### config.mk
export PLATFORM = sky130hd
export DESIGN_NAME = axi_icache_refill
export DESIGN_NICKNAME = d
export VERILOG_FILES = /design/src/rtl/axi_icache_refill.sv
export SDC_FILE = /design/constraint.sdc
export NUM_CORES = 1
export LEC_CHECK = 0
export BUFFER_PORTS_ARGS = -buffer_cell sky130_fd_sc_hd__buf_2
export CORE_MARGIN = 2
export CORE_UTILIZATION = 35
export CTS_BUF_LIST = sky130_fd_sc_hd__clkbuf_4 sky130_fd_sc_hd__clkbuf_8
export CTS_CLUSTER_DIAMETER = 40
export DETAILED_ROUTE_END_ITERATION = 7
export PLACE_DENSITY = 0.62
export SETUP_SLACK_MARGIN = 0.3
export SYNTH_ARGS = -nofsm -noshare
export SYNTH_HDL_FRONTEND = slang
export SYNTH_SLANG_ARGS = --single-unit
export TNS_END_PERCENT = 10
### constraint.sdc
create_clock -name clk_i -period 2.1 [get_ports clk_i]
set_input_delay 0.21 -clock clk_i [delete_from_list [all_inputs] [get_ports clk_i]]
set_output_delay 0.21 -clock clk_i [all_outputs]
set_load 0.02 [all_outputs]
### src/rtl/axi_icache_refill.sv
// axi_icache_refill: fetches one instruction-cache line over an AXI read burst.
// Ports:
//   clk_i, rst_i            clock, synchronous active-high reset
//   ic_req_*                miss request (valid/ready, byte address)
//   ic_rsp_*                assembled line plus sticky error (valid/ready)
//   axi_ar*                 single read-address request per miss
//   axi_r*                  read data beats, always accepted while collecting
module axi_icache_refill #(
    parameter int AXI_ADDR_WIDTH = 32,
    parameter int AXI_DATA_WIDTH = 64,
    parameter int AXI_ID_WIDTH   = 4,
    parameter int AXI_ID         = 0,
    parameter int LINE_BYTES     = 32,
    parameter int WRAP_EN        = 1
) (
    input  logic                      clk_i,
    input  logic                      rst_i,
    input  logic                      ic_req_valid_i,
    output logic                      ic_req_ready_o,
    input  logic [AXI_ADDR_WIDTH-1:0] ic_req_addr_i,
    output logic                      ic_rsp_valid_o,
    input  logic                      ic_rsp_ready_i,
    output logic [LINE_BYTES*8-1:0]   ic_rsp_line_o,
    output logic                      ic_rsp_err_o,
    output logic [AXI_ID_WIDTH-1:0]   axi_arid_o,
    output logic [AXI_ADDR_WIDTH-1:0] axi_araddr_o,
    output logic [7:0]                axi_arlen_o,
    output logic [2:0]                axi_arsize_o,
    output logic [1:0]                axi_arburst_o,
    output logic                      axi_arvalid_o,
    input  logic                      axi_arready_i,
    input  logic [AXI_ID_WIDTH-1:0]   axi_rid_i,
    input  logic [AXI_DATA_WIDTH-1:0] axi_rdata_i,
    input  logic [1:0]                axi_rresp_i,
    input  logic                      axi_rlast_i,
    input  logic                      axi_rvalid_i,
    output logic                      axi_rready_o
);
    localparam int DW    = AXI_DATA_WIDTH;
    localparam int BYTES = DW / 8;
    localparam int BEATS = LINE_BYTES / BYTES;
    localparam int OFFW  = $clog2(BYTES);
    localparam int CW    = (BEATS > 1) ? $clog2(BEATS) : 1;
    localparam logic [AXI_ADDR_WIDTH-1:0] MASK =
        AXI_ADDR_WIDTH'((WRAP_EN != 0) ? BYTES - 1 : LINE_BYTES - 1);
    typedef enum logic [1:0] {IDLE, AR_SEND, R_COLLECT, RESP} state_t;
    state_t                    r_state;
    logic [AXI_ADDR_WIDTH-1:0] r_araddr;
    logic [CW-1:0]             r_start;
    logic [CW-1:0]             r_cnt;
    logic                      r_err;
    logic                      r_drop;
    logic                      r_req_ready;
    logic                      r_arvalid;
    logic                      r_rready;
    logic                      r_rsp_valid;
    logic [LINE_BYTES*8-1:0]   r_line;
    logic [CW-1:0]             w_start;
    logic [CW-1:0]             w_idx;
    logic                      w_last_beat;
    logic                      w_bad;
    // Critical word first: the burst starts at the missed beat and wraps within the line.
    assign w_start     = (WRAP_EN != 0 && BEATS > 1) ? CW'(ic_req_addr_i >> OFFW) : '0;
    // CW-bit addition wraps naturally because BEATS is a power of two.
    assign w_idx       = r_start + r_cnt;
    assign w_last_beat = r_cnt == CW'(BEATS - 1);
    // rresp >= 2 is SLVERR/DECERR; rlast must appear exactly on the final beat.
    assign w_bad       = (axi_rresp_i >= 2'b10) || (axi_rid_i != AXI_ID_WIDTH'(AXI_ID)) ||
                         (axi_rlast_i != w_last_beat);
    always_ff @(posedge clk_i) begin
        if (rst_i) begin
            r_state     <= IDLE;
            r_araddr    <= '0;
            r_start     <= '0;
            r_cnt       <= '0;
            r_err       <= 1'b0;
            r_drop      <= 1'b0;
            r_req_ready <= 1'b1;
            r_arvalid   <= 1'b0;
            r_rready    <= 1'b0;
            r_rsp_valid <= 1'b0;
            r_line      <= '0;
        end else begin
            case (r_state)
                IDLE: if (ic_req_valid_i) begin
                    r_araddr    <= ic_req_addr_i & ~MASK;
                    r_start     <= w_start;
                    r_cnt       <= '0;
                    r_err       <= 1'b0;
                    r_drop      <= 1'b0;
                    r_req_ready <= 1'b0;
                    r_arvalid   <= 1'b1;
                    r_state     <= AR_SEND;
                end
                AR_SEND: if (axi_arready_i) begin
                    r_arvalid <= 1'b0;
                    r_rready  <= 1'b1;
                    r_state   <= R_COLLECT;
                end
                R_COLLECT: if (axi_rvalid_i) begin
                    if (!r_drop)
                        r_line[w_idx*DW +: DW] <= axi_rdata_i;
                    if (w_bad)
                        r_err <= 1'b1;
                    r_cnt <= r_cnt + CW'(BEATS > 1);
                    if (axi_rlast_i) begin
                        r_rready    <= 1'b0;
                        r_rsp_valid <= 1'b1;
                        r_state     <= RESP;
                    end else if (w_last_beat) begin
                        // Line is full but the burst overran: swallow beats until rlast.
                        r_drop <= 1'b1;
                    end
                end
                RESP: if (ic_rsp_ready_i) begin
                    r_rsp_valid <= 1'b0;
                    r_req_ready <= 1'b1;
                    r_state     <= IDLE;
                end
                default: r_state <= IDLE;
            endcase
        end
    end
    assign ic_req_ready_o = r_req_ready;
    assign ic_rsp_valid_o = r_rsp_valid;
    assign ic_rsp_line_o  = r_line;
    assign ic_rsp_err_o   = r_err;
    assign axi_arid_o     = AXI_ID_WIDTH'(AXI_ID);
    assign axi_araddr_o   = r_araddr;
    assign axi_arlen_o    = 8'(BEATS - 1);
    assign axi_arsize_o   = 3'(OFFW);
    assign axi_arburst_o  = (WRAP_EN != 0 && BEATS > 1) ? 2'b10 : 2'b01;
    assign axi_arvalid_o  = r_arvalid;
    assign axi_rready_o   = r_rready;
endmodule

* Word-level counts from Yosys, hierarchy flattened
Index checks and enable logic that the tools add are counted.
Widths: inputs -> output; s select.
** Word-level totals
- Logic and storage cells :: 81
- Flip-flop bits (word level) :: 297
** Cells by class
- Magnitude comparators :: 1
- $add $sub $neg :: 3
- Eq/ne operators :: 13
- Mux-type cells :: 31
- Bitwise gates (word level) :: 1
- Reductions and logical operators :: 19
- Shift operators :: 2
** Operators with widths (count)
- $bwmux 256 :: 1
- $shift 64x34->256 const A :: 1
- $shiftx 64x34->256 :: 1
- $neg 8->34 :: 1
- $ne 2x2->1 const B :: 8
- $mux 1 :: 15
- $mux 2 :: 7
- $pmux 1 s2 :: 6
- $reduce_and 3->1 :: 4
- $reduce_and 4->1 :: 3
- $reduce_and 5->1 :: 2
- $reduce_bool 2->1 :: 5
- $pmux 2 s4 :: 1
- $eq 2x2->1 const B :: 3
- $pmux 2 s2 :: 1
- $reduce_bool 4->1 :: 1
- $add 2x1->2 const B :: 1
- $add 2x2->2 :: 1
- $eq 2x1->1 const B :: 1
- $ge 2x2->1 const B :: 1
- $logic_not 2->1 :: 1
- $logic_or 1x1->1 :: 2
- $reduce_and 2->1 :: 1
- $ne 1x1->1 :: 1
- $not 1->1 :: 1

* Depth between registers and ports, before layout
Gate-level depths: netlist of run 1.
- Depth after elaboration :: 6
- Depth in mapped cells :: 10

* Least setup slack after synthesis of run 1
Ideal clock, no wire load.
- Path kind :: register to register
- From :: reg r_start[0]
- To :: reg r_line[108], in the netlist ic_rsp_line_o[108]
- Slack :: -0.162 ns
- Arrival time :: 2.191 ns
- Library setup time :: 0.070 ns
- Cell stages (with the launch flop) :: 10
- Data required time :: 2.030 ns
- Cells stage by stage :: dfxtp_1 > ha_1 > xnor2_2 > xnor2_2 > inv_2 > ha_1 > nor3_2 > buf_1 > nand3_1 > a21oi_1
** Between the ends
- Word-level cells in the longest chain between the ends :: 4
- Elaborated cells on any way between the ends :: 5
** Ends and longest elaborated chain
- from (decl) :: RTL line 49 : logic [CW-1:0] r_start;
- from (signal assigned) :: RTL line 87 : r_start <= w_start;
- $add 2x2->2 * :: RTL line 65 : assign w_idx = r_start + r_cnt;
- $neg 8->34 * :: RTL line 102 : r_line[w_idx*DW +: DW] <= axi_rdata_i;
- $shiftx 64x34->256 or $shift 64x34->256 (tied branches) :: RTL line 102
- $bwmux 256 * :: RTL line 102
- to (signal, indexed assignment) :: RTL line 102
- to (decl) :: RTL line 57 : logic [LINE_BYTES*8-1:0] r_line;
Every way passes the cells marked *; elsewhere a longest branch is shown, timed or not.
A chain may end at the register's enable or synchronous reset.

* Worst setup path in the final report of run 1
- From :: reg r_start[0]
- To :: reg r_line[209], in the netlist ic_rsp_line_o[209]
Same word-level chain as after synthesis.

==> results.md, run 1 <==
Status:
- The run finished, with violations left.
- The checks that failed: negative setup slack.

Floorplan:
- The effective utilization at floorplan is 35.5%.
- In this run the horizontal extent of the chip is 180 µm.
- The count of boundary I/O pins is 419.
- The cell row count is 64.
- The die covers 32400 µm².
- The area of the core is 30600 µm².
- From bottom edge to top edge, the die measures 180 µm.

Place:
- Detailed placement ended at an HPWL of 22.8 mm.
- Port buffering added 394 buffers.
- OpenSTA, run right after detailed placement, puts the worst setup slack at -0.144 ns.
- The weighted congestion reported at the end of routability-driven placement is 0.813.

Route:
- The total via count after detailed routing is 9958.
- The detail route stage leaves a number of antenna-violating nets equal to 0.
- For this block, the initial DRC count from the detailed router was 494.
- In the routed design, unresolved DRC markers number 0.
- The final wirelength is 35.8 mm.
- The wire length per cell is 18.2 µm.
- The pre-antenna-repair detailed-routing pass consisted of 5 iterations.
- Dividing the detail-routed via count by the number of cells gives 5.08.

Synth:
- Summed over all instances, the cell type with the most area after synthesis is sky130_fd_sc_hd__dfxtp_1.
- Sequential elements use 54.4% of the synthesized area.
- The top cell type by area accounts for 54.4% of the synthesized area.
- Ranked by total cell area, the synthesized netlist is headed by sky130_fd_sc_hd__dfxtp_1, sky130_fd_sc_hd__o2bb2ai_2, sky130_fd_sc_hd__nand2_1.
- The synthesized design contains 0 enable-type register cells.
- In the synthesized netlist, the cells that appear most often are sky130_fd_sc_hd__dfxtp_1, sky130_fd_sc_hd__nand2_1, sky130_fd_sc_hd__a21oi_1, sky130_fd_sc_hd__nand3_1.
- The cell area that synthesis handed to floorplanning was 10800 µm².
- Yosys printed 0 warnings.
- After technology mapping, the gate count stands at 1037.
- Counting flops with an async set or reset pin after synthesis yields a share of 0%.
- After synthesis the netlist holds a flip-flop and latch count of 295.
- The library cell with the highest instance count after synthesis is sky130_fd_sc_hd__dfxtp_1.
- The most used flip-flop cell after synthesis is sky130_fd_sc_hd__dfxtp_1.
- After synthesis, the netlist uses 43 different library cells.
- Each instance of the synthesized netlist takes up on average 10.5 µm².

Timing:
- The worst relative slew slack is 63.2%.
- The final worst clock skew is 0.0199 ns.
- The max-slew violation total from the final report is 0.
- The post-layout minimum cycle time is 2.15 ns.
- Setup repair after global routing could not meet its margin everywhere.
- Setup violations remaining at the end of the flow were counted as 38.
- The share of the cycle needed by the critical path after routing is 102%.
- For this run, the top clock speed supported by timing is 0.466 GHz.
- The number of endpoints with negative hold slack in the final report is 0.
- For the pin with the worst max-slew slack, the measured transition is 0.552 ns.
- Setup total negative slack on the finished layout was measured at -0.952 ns.
- In the post-route analysis, the smallest setup slack over all paths is -0.0481 ns.

Power and ir drop:
- In this run the static leakage power is 0.00689 µW.
- The part of the total power dissipated in combinational logic is 15.8%.
- Sequential cells account for 43.6% of the total power.
- The cell area power density is 874 nW/µm².
- Internal power comes to 9890 µW.
- The worst-case IR drop observed on VDD is 0.000712 V.
- The power spent charging and discharging nets is 3810 µW.
- Of the total power, the share spent switching nets is 27.8%.
- The relative contribution of the clock network to total power is 40.6%.

Clocking:
- The clock latency on the worst-skew pair is 0.56 ns.
- Counting along the longest clock path gives a buffer depth of 3.
- TritonCTS built the clock tree.
- After clock tree synthesis, the clock-pin slew on the worst setup and hold paths is 0.06 ns.
- For this design, the sink count on the clock tree is 295.
- The H-tree was split into 2 levels.
- The number of buffers added by the clock tree synthesis step is 50.
- The clock root buffer master is sky130_fd_sc_hd__clkbuf_8.

GRT:
- The first global-routing pass estimated 55.2 mm of wire.
- The total overflow reported by the global router is 0.
- The all-layer global routing usage is 21.0%.
- The via count of the first global-routing pass is 9722.
- The number of antenna violations at the first check in global routing was 0.
- Entering global routing, the biggest net connects 100 pins.

Worst setup path:
- At the worst endpoint, the required time is 2.59 ns.
- The signal on the critical path passes through ha_4, xnor2_2, xnor2_2, inv_2, ha_4, nand3b_1, nor4b_4, buf_6, buf_12, buf_12, o2bb2ai_2.
- The largest fanout of any net on the critical path is 12.
- The worst setup path category is register to register.
- The library cell contributing the largest single delay on the critical path is sky130_fd_sc_hd__dfxtp_4.
- Data on the critical path arrives at its endpoint at 2.63 ns.
- The sort of element at the end of the critical path is a register.
- Counting both buffers and inverters, the worst setup path holds a total of 4.
- Broken down by cell family, the worst path's largest delay share belongs to buffers and inverters.
- The worst setup path is launched from a register.
- The largest single stage delay on the critical path is 0.35 ns.

Finish:
- The final layout net count is 1647.
- The fraction of layout cells with a size suffix above 1 is 41.9%.
- The number of antenna diodes in the final layout is 0.
- The area growth from synthesis to final layout is 44.6%.

Flow run:
- Across the run, the number of max-cap violations was 0.

Hold path:
- The classification of the worst-slack hold path is input port to register.
[state kept, by name (all words and copies together) (netlist names)]
name            cells
r_drop              1
axi_arvalid_o       1
ic_req_ready_o      1
ic_rsp_line_o     256
ic_rsp_err_o        1
axi_araddr_o       28
r_cnt               2
r_start             1
axi_rready_o        1
r_state             2
ic_rsp_valid_o      1
[worst paths after layout]
check	from	endpoint	slack [ns]	cells after the start
max	r_start[0]$_SDFFE_PP0P_	ic_rsp_line_o[209]$_SDFFE_PP0P_	-0.05	11
min	ic_req_valid_i	axi_arvalid_o$_SDFFE_PP0P_	0.05	3
max reg2reg	r_start[0]$_SDFFE_PP0P_	ic_rsp_line_o[209]$_SDFFE_PP0P_	-0.05	11
min reg2reg	ic_rsp_line_o[66]$_SDFFE_PP0P_	ic_rsp_line_o[66]$_SDFFE_PP0P_	0.45	2
[tightest hold or removal path, stage by stage]
cell and delay [ns]:
sky130_fd_sc_hd__buf_2 0.15, sky130_fd_sc_hd__o211ai_1 0.09, sky130_fd_sc_hd__a21oi_1 0.11
[placed cells by master, fill, tap and decap left out, types with 9 or more instances in the layout]
cell type / netlist / layout
sky130_fd_sc_hd__clkbuf_4: 0 / 12
sky130_fd_sc_hd__a32o_1: 64 / 63
sky130_fd_sc_hd__clkbuf_8: 0 / 66
sky130_fd_sc_hd__buf_2: 34 / 393
sky130_fd_sc_hd__a21oi_2: 1 / 27
sky130_fd_sc_hd__nand3_2: 0 / 19
sky130_fd_sc_hd__nand2_1: 194 / 193
sky130_fd_sc_hd__o21ai_0: 9 / 9
sky130_fd_sc_hd__o2bb2ai_2: 60 / 62
sky130_fd_sc_hd__buf_12: 6 / 22
sky130_fd_sc_hd__nand3_1: 67 / 48
sky130_fd_sc_hd__dlygate4sd3_1: 0 / 98
sky130_fd_sc_hd__a21oi_1: 104 / 77
sky130_fd_sc_hd__a22o_1: 64 / 64
sky130_fd_sc_hd__dfxtp_1: 295 / 292
sky130_fd_sc_hd__conb_1: 2 / 20
sky130_fd_sc_hd__buf_4: 22 / 17
[power groups by stage]
stage	clock network [µW]	registers, µW	logic, µW
6_report	5570	5970	2160
3_3_place_gp	0	6070	1960
3_5_place_dp	0	6080	1980
2_1_floorplan	0	6330	970
5_1_grt	5970	6000	2350
4_1_cts	5700	5960	2140
[area by class of cell]
| cell class | instances | area [µm²] |
|---|---|---|
| Sequential cell | 295 | 5910 |
| Tap cell | 396 | 495 |
| Clock inverter | 11 | 110 |
| Clock buffer | 78 | 998 |
| Multi-Input combinational cell | 636 | 4530 |
| Fill cell | 2745 | 14900 |
| Inverter | 10 | 40.0 |
| Timing Repair Buffer | 536 | 3600 |
[routing by layer]
metal,up-vias,global-route usage [%],wire length [µm]
li1,4700,-,-
met5,-,0,0
met4,0,8.42,1290
met1,4742,25.9,14900
met2,427,35.6,17000
met3,89,4.93,2560
[per-stage QoR]
step | hold WS, ns | util, % | instance area [µm²] | std cells | total power (µW)
2_1_floorplan | 0.318 | - | 11000 | 1055 | 7300
6_report | 0.0504 | 51.3 | 15700 | 1962 | 13700
5_1_grt | 0.0543 | 51.3 | 15700 | 1962 | 14300
3_5_place_dp | 0.441 | 43.5 | 13300 | 1772 | 8060
4_1_cts | 0.00960 | 51.0 | 15600 | 1962 | 13800
3_3_place_gp | 0.435 | 43.5 | 13300 | 1772 | 8030
[cell families after synthesis]
logic type      synth area share (%)
compound gates                  25.3
xor+xnor                       0.381
fa+ha+maj                       1.04
buf+inv                         6.90
flops                           54.4
other cells                   0.0692
simple gates                    11.9
[repair_timing]
| item | 4_1_cts | 5_1_grt |
|---|---|---|
| setup endpoints to repair | 256 | 259 |
| pin swaps | 193 | 98 |
| hold buffers | 98 | 0 |
| setup buffers | 2 | 0 |
| resized for setup | 36 | 25 |
| cloned | 1 | 0 |
| endpoints found under the hold margin | 291 | 0 |
Power figures use the tool's default switching activity.
==> run 2, diff against run 1 <==
==> constraint.sdc (replaced) <==
create_clock -name clk_i -period 2.1 [get_ports clk_i]
set_input_delay 0.21 -clock clk_i [delete_from_list [all_inputs] [get_ports clk_i]]
set_output_delay 0.21 -clock clk_i [all_outputs]
set_load 0.05 [all_outputs]
==> results.md, run 2 (same netlist as run 1, synthesis figures left out) <==
Worst setup path:
- The signal on the critical path passes through ha_4, xnor2_2, xnor2_2, inv_2, ha_4, nand3b_1, nor4b_4, buf_6, buf_12, o2bb2ai_1.
- Data on the critical path is required at its endpoint by 2.58 ns.
- The slack of the worst reg-to-reg path is -0.08 ns.
- STA classifies the critical path startpoint as a register.
- The largest fanout of any net on the critical path is 21.
- The worst setup path is captured at a register.
- The critical path contains buffers and inverters numbering 3 combined.
- The worst setup path category is register to register.
- The length in cells of the worst reg-to-reg path is 10.
- The critical path starts at r_start[0]$_SDFFE_PP0P_.
- Among all stages on the critical path, the largest delay is contributed by sky130_fd_sc_hd__dfxtp_4.
- The critical path data arrival time is 2.67 ns.
- For this run, the slowest stage of the critical path takes 0.35 ns.
- Among cell families on the critical path, the largest total delay comes from simple AND/OR/NAND/NOR gates.
- The endpoint of the lowest-slack register-to-register path is ic_rsp_line_o[192]$_SDFFE_PP0P_.
- The worst register-to-register path begins at r_start[0]$_SDFFE_PP0P_.

Timing:
- The smallest clock period supported by the final layout is computed as 2.18 ns.
- In the post-route analysis, the smallest setup slack over all paths is -0.0843 ns.
- After routing, the total negative slack on setup checks comes to -5.28 ns.
- Setup violations remaining at the end of the flow were counted as 158.
- The max-slew violation total from the final report is 0.
- The highest clock rate is 0.458 GHz.
- Headroom to the max-slew limit came out at 48.2%.
- Setup repair after global routing could not meet its margin everywhere.
- The share of the cycle needed by the critical path after routing is 104%.
- The final worst clock skew is 0.0236 ns.
- The number of endpoints with negative hold slack in the final report is 0.
- For the pin with the worst max-slew slack, the measured transition is 0.777 ns.

Finish:
- Leaving out fill and tap cells, the most frequent cells in the layout are sky130_fd_sc_hd__buf_2, sky130_fd_sc_hd__dfxtp_1, sky130_fd_sc_hd__nand2_1, sky130_fd_sc_hd__dlygate4sd3_1, sky130_fd_sc_hd__a21oi_1.
- The filler-free cell count of the finished design is 1968.
- After the last flow step, the layout net total stands at 1653.
- The number of fill cells is 2765.
- The number of antenna diodes in the final layout is 0.
- The register with the most flip-flops in the layout has 256 of them.
- The most frequent standard cell in the layout excluding fill and tap cells is sky130_fd_sc_hd__buf_2.
- From synthesis to final layout, the design area changed by 44.6%.
- In the final layout, the share of cells above drive strength 1 is 39.8%.

Place:
- In this run, placement finished with an instance count of 1770.
- The setup slack after placement is -0.161 ns.
- The count of buffers added on input and output ports is 394.
- The post-DP HPWL is 23.3 mm.
- The congestion estimate from routability-driven global placement came to 0.805.

Floorplan:
- The die outline height is 180 µm.
- For this design the top-level I/O count stands at 419.
- The floorplan step defined a die boundary enclosing 32400 µm².
- For this configuration, the core starts out at a cell density of 35.5%.
- The cell row count is 64.
- The area of the core is 30600 µm².
- The floorplan step set the die width to 180 µm.

Power and ir drop:
- The analysis attributes to net switching a power of 4340 µW.
- The internal power of the cells totals 9800 µW.
- The worst-case IR drop observed on VDD is 0.000611 V.
- Net switching is 30.7% of the power.
- The cell area power density is 902 nW/µm².
- The share of total power dissipated in combinational logic is 19.1%.
- In this run, the clock network consumes 38.7% of the power.
- The analysis attributes to cell leakage a power of 0.00695 µW.
- The sequential fraction of design power is 42.2%.

Route:
- The total iterations of the first detailed-routing run is 4.
- The uppermost layer routed is met4.
- Detailed routing placed a total of 2.29 mm of wire on met3.
- For this run, design rule violations remaining after detail routing come to 0.
- After detailed routing, the average wire length per cell comes to 18.4 µm.
- After detailed routing, the number of vias per cell comes to 5.02.
- The final layout contains routed wiring with a total length of 36.3 mm.
- The length of routed wiring on met1 is 15.7 mm.
- The total via count after detailed routing is 9883.
- The remaining antenna violation count is 0.
- The violation count after the first detailed-route iteration is 454.
- The routed wire length on met2 is 17.3 mm.

Clocking:
- The clock slew seen by the registers of the worst setup and hold paths is 0.06 ns.
- The clock drives 295 sinks.
- The number of H-tree branching levels is 2.
- The clock passes through at most 3 buffers.
- The tree is rooted in a sky130_fd_sc_hd__clkbuf_8.
- Clock tree synthesis inserted a total of 50 buffers.
- The clock latency on the worst-skew pair is 0.57 ns.
- The clock tree from TritonCTS is built.

Hold path:
- The worst-case hold path end point is axi_arvalid_o$_SDFFE_PP0P_.
- The tightest min-delay check is of the input port to register type.
- The number of instances on the worst hold path is 3.
- The startpoint identified for the worst hold timing path is ic_req_valid_i.

GRT:
- The first global-routing pass estimated 55.4 mm of wire.
- The all-layer global routing usage is 21.1%.
- The number of antenna violations at the first check in global routing is 0.
- The via count of the first global-routing pass was 9669.
- The maximum number of pins on one net before global-route repair is 69.
- The total overflow reported by the global router is 0.

Flow run:
- Across the run, the number of max-cap violations was 0.

Status:
- The flow ran to the end, but the final reports show violations.
- The checks that failed: negative setup slack.
-- run 2: cell types whose count changed in the layout (fill, tap and decap cells not counted), moves of 2 or more --
cell / previous run / this run
sky130_fd_sc_hd__clkbuf_8: 66 / 62
sky130_fd_sc_hd__a21oi_2: 27 / 9
sky130_fd_sc_hd__buf_12: 22 / 25
sky130_fd_sc_hd__a21oi_1: 77 / 95
sky130_fd_sc_hd__nand3_2: 19 / 3
sky130_fd_sc_hd__nand3_1: 48 / 64
sky130_fd_sc_hd__clkinv_4: 0 / 2
sky130_fd_sc_hd__buf_16: 1 / 5
-- run 2: power by group through the flow --
stage                     Clock [µW]  Sequential, µW  Combinational [µW]
final                           5470            5970                2710
after global routing            5850            5990                2900
after CTS                       5580            5960                2670
after detailed placement           0            6080                2490
after global placement             0            6070                2460
after floorplan                    0            6800                1020
-- run 2: layer usage --
metal  GRT usage (%)  vias to the layer above
li1                -                     4701
met1            26.2                     4752
met2            35.9                      368
met3            4.97                       62
met4            7.23                        0
met5               0                        -
-- run 2: worst reg2reg max path: stages (launching register included) --
cell                        delay [ns]
sky130_fd_sc_hd__dfxtp_4          0.35
sky130_fd_sc_hd__ha_4             0.16
sky130_fd_sc_hd__xnor2_2          0.14
sky130_fd_sc_hd__xnor2_2          0.26
sky130_fd_sc_hd__inv_2            0.08
sky130_fd_sc_hd__ha_4             0.16
sky130_fd_sc_hd__nand3b_1         0.19
sky130_fd_sc_hd__nor4b_4          0.28
sky130_fd_sc_hd__buf_6            0.17
sky130_fd_sc_hd__buf_12           0.18
sky130_fd_sc_hd__o2bb2ai_1        0.15
-- run 2: cell type report --
type | count | area [µm²] | share of cell area, %
clock inverters | 14 | 136 | 0.869
well taps | 396 | 495 | 3.16
flip-flops and latches | 295 | 5910 | 37.7
repair buffers | 542 | 3770 | 24.1
inverters | 10 | 40.0 | 0.255
multi-input cells | 636 | 4380 | 27.9
clock buffers | 75 | 951 | 6.06
-- run 2: per-stage QoR --
step	power [µW]	hold slack, ns	cell area, µm²	util, %
5_1_grt	14700	0.0655	15700	51.3
6_report	14100	0.0619	15700	51.3
4_1_cts	14200	0.0338	15600	50.9
2_1_floorplan	7820	0.318	11000	-
3_5_place_dp	8570	0.441	13300	43.4
3_3_place_gp	8530	0.436	13300	43.4
-- run 2: worst max-delay path by stage --
stage	to	slack (ns)	cells past startpoint
detailed placement	ic_rsp_line_o[238]$_SDFFE_PP0P_	-0.16	9
finish	ic_rsp_line_o[192]$_SDFFE_PP0P_	-0.08	10
CTS	ic_rsp_line_o[201]$_SDFFE_PP0P_	-0.09	11
global route	ic_rsp_line_o[192]$_SDFFE_PP0P_	-0.17	10
floorplan	ic_rsp_line_o[254]$_SDFFE_PP0P_	-0.09	10
global placement	ic_rsp_line_o[240]$_SDFFE_PP0P_	-0.11	9
-- run 2: what timing repair did --
action | in CTS | in global routing
setup buffers | 5 | 2
setup endpoints to repair | 256 | 257
resized for setup | 17 | 16
cloned | 4 | 1
pin swaps | 101 | 90
hold buffers | 97 | 0
endpoints found under the hold margin | 289 | 0
==> run 3, diff against run 2 <==
SKIP_LAST_GASP = 1   (was default)
==> results.md, run 3 (same netlist as run 1, synthesis figures left out) <==
Status:
- The flow ran to the end, but the final reports show violations.
- The final reports fail on negative setup slack.

Clocking:
- The clock root buffer master is sky130_fd_sc_hd__clkbuf_8.
- The number of buffers added by the clock tree synthesis step is 50.
- CTS built an H-tree with a depth of 2.
- TritonCTS built the clock tree.
- The number of buffers between clock root and the deepest sink is 3.
- The clock slew seen by the registers of the worst setup and hold paths is 0.06 ns.
- The clock latency on the worst-skew pair is 0.57 ns.
- CTS saw 295 sinks.

GRT:
- Global routing used 21.1% of the available tracks.
- After global routing the overflow that remains totals 0.
- The number of antenna violations at the first check in global routing is 0.
- The wire length of the first global-routing pass is 55.4 mm.
- The maximum number of pins on one net before global-route repair is 69.
- The via count of the first global-routing pass came to 9649.

Route:
- After detailed routing, the average wire length per cell comes to 18.4 µm.
- The routed wire length on met2 is 17.3 mm.
- Routed signal wires occupy layers up through met4.
- The violation count after the first detailed-route iteration is 445.
- The average vias per placed instance is 5.04.
- The count of nets left with antenna violations once routing finished came out at 0.
- After detailed routing, the number of remaining DRC violations is 0.
- After detailed routing, the wire length on met1 is 15.4 mm.
- The routed design uses 2.41 mm of met3 wire.
- The detailed router placed 9916 vias in this run.
- Summed over all layers, the routed wires come to 36.2 mm.
- The total iterations of the first detailed-routing run is 5.

Timing:
- Setup violations remaining at the end of the flow were counted as 178.
- At the pin with the least slew margin, the transition time is 0.752 ns.
- After routing, the total negative slack on setup checks comes to -5.74 ns.
- Measured against its own limit, the worst slew margin works out to 49.8%.
- The share of the cycle needed by the critical path after routing is 104%.
- The final worst clock skew is 0.0230 ns.
- Setup repair after global routing could not meet its margin everywhere.
- The worst slack on hold paths is 0.0607 ns.
- Derived from the worst setup path, the maximum achievable clock frequency is 0.460 GHz.
- The post-layout minimum cycle time is 2.18 ns.
- The max-slew violation total from the final report is 0.
- The setup slack after layout is -0.0760 ns.
- The number of endpoints with negative hold slack in the final report is 0.

Flow run:
- The number of maximum-capacitance constraint violations is 0.

Floorplan:
- The floorplan die area is 32400 µm².
- The count of boundary I/O pins is 419.
- The cell row count is 64.
- The die outline height is 180 µm.
- The floorplan die width is 180 µm.
- The effective utilization at floorplan is 35.5%.
- The floorplan step defined a core boundary enclosing 30600 µm².

Finish:
- The register with the most flip-flops in the layout has 256 of them.
- Leaving out fill and tap cells, the most frequent cell in the layout is sky130_fd_sc_hd__buf_2.
- In the layout the commonest cells are sky130_fd_sc_hd__buf_2, sky130_fd_sc_hd__dfxtp_1, sky130_fd_sc_hd__nand2_1, sky130_fd_sc_hd__a21oi_1, sky130_fd_sc_hd__dlygate4sd3_1.
- The antenna diode count is 0.
- The final layout net count is 1654.
- Relative to the synthesized area, the layout overhead comes to 44.5%.
- The fraction of layout cells with a size suffix above 1 is 39.5%.

Hold path:
- The classification of the worst-slack hold path is input port to register.

Worst setup path:
- The worst setup path category is register to register.
- Along the worst path, the maximum fanout reaches 6.
- STA classifies the critical path endpoint as a register.
- For the worst setup path, the data arrival time is 2.67 ns.
- At the worst endpoint, the required time is 2.60 ns.
- The type of origin of the critical path is a register.

Power and ir drop:
- The cell area power density is 900 nW/µm².
- The relative contribution of the clock network to total power is 38.7%.
- In this run the power spent charging and discharging nets is 4320 µW.
- The switching share of power is 30.6%.
- The leakage power is 0.00696 µW.
- The sequential fraction of design power is 42.3%.
- The cell internal power dissipation is 9790 µW.
- IR analysis of the VDD net gives a maximum drop of 0.000612 V.
- In this run, the combinational gates consume 19.1% of the power.

Place:
- The number of buffers inserted by port buffering is 394.
- At the end of routability-driven placement, the weighted congestion stood at 0.805.
- The post-DP HPWL is 23.3 mm.
run 3: power groups by stage:
stage                     Sequential, µW  Clock (µW)  Combinational (µW)
after floorplan                     6800           0                1020
final                               5970        5460                2690
after global placement              6070           0                2460
after detailed placement            6080           0                2490
after CTS                           5960        5580                2650
after global routing                5990        5850                2880
run 3: final timing paths:
path              cells past startpoint  slack [ns]                         endpoint                            from
setup / recovery                     11       -0.08  ic_rsp_line_o[210]$_SDFFE_PP0P_         r_start[0]$_SDFFE_PP0P_
hold / removal                        3        0.06       axi_arvalid_o$_SDFFE_PP0P_                  ic_req_valid_i
setup reg to reg                     11       -0.08  ic_rsp_line_o[210]$_SDFFE_PP0P_         r_start[0]$_SDFFE_PP0P_
hold reg to reg                       2        0.45   ic_rsp_line_o[81]$_SDFFE_PP0P_  ic_rsp_line_o[81]$_SDFFE_PP0P_
run 3: cell type report:
class | count | area, µm²
multi-input cells | 636 | 4360
repair buffers | 543 | 3780
clock inverters | 14 | 136
inverters | 10 | 40.0
clock buffers | 75 | 951
fillers | 2758 | 14900
flip-flops and latches | 295 | 5910
well taps | 396 | 495
run 3: repair_timing:
item / CTS / global route
hold endpoints to repair: 288 / 0
pin swaps: 4 / 6
gates cloned: 4 / 2
hold buffers: 97 / 0
setup endpoints to repair: 256 / 257
resized for setup: 10 / 14
buffers inserted: 5 / 2
run 3: routing by layer:
layer	vias to the layer above	GRT usage (%)
li1	4698	-
met1	4759	26.2
met2	395	35.9
met3	64	4.95
met4	0	7.23
met5	-	0
run 3: metrics by stage:
step | total power [µW] | cells | instance area, µm² | worst slack [ns] | utilization, %
2_1_floorplan | 7820 | 1055 | 11000 | -0.0860 | -
3_3_place_gp | 8530 | 1770 | 13300 | -0.108 | 43.4
3_5_place_dp | 8570 | 1770 | 13300 | -0.161 | 43.4
4_1_cts | 14200 | 1965 | 15600 | -0.0886 | 50.8
5_1_grt | 14700 | 1969 | 15700 | -0.179 | 51.3
6_report | 14100 | 1969 | 15700 | -0.0760 | 51.3
run 3: critical path, stage by stage (launching register included):
cell                        delay (ns)
sky130_fd_sc_hd__dfxtp_4          0.35
sky130_fd_sc_hd__ha_4             0.16
sky130_fd_sc_hd__xnor2_2          0.14
sky130_fd_sc_hd__xnor2_2          0.26
sky130_fd_sc_hd__inv_2            0.08
sky130_fd_sc_hd__ha_4             0.16
sky130_fd_sc_hd__nand3b_1         0.19
sky130_fd_sc_hd__nor4b_4          0.27
sky130_fd_sc_hd__buf_6            0.17
sky130_fd_sc_hd__buf_12           0.12
sky130_fd_sc_hd__buf_16           0.13
sky130_fd_sc_hd__o2bb2ai_2        0.09
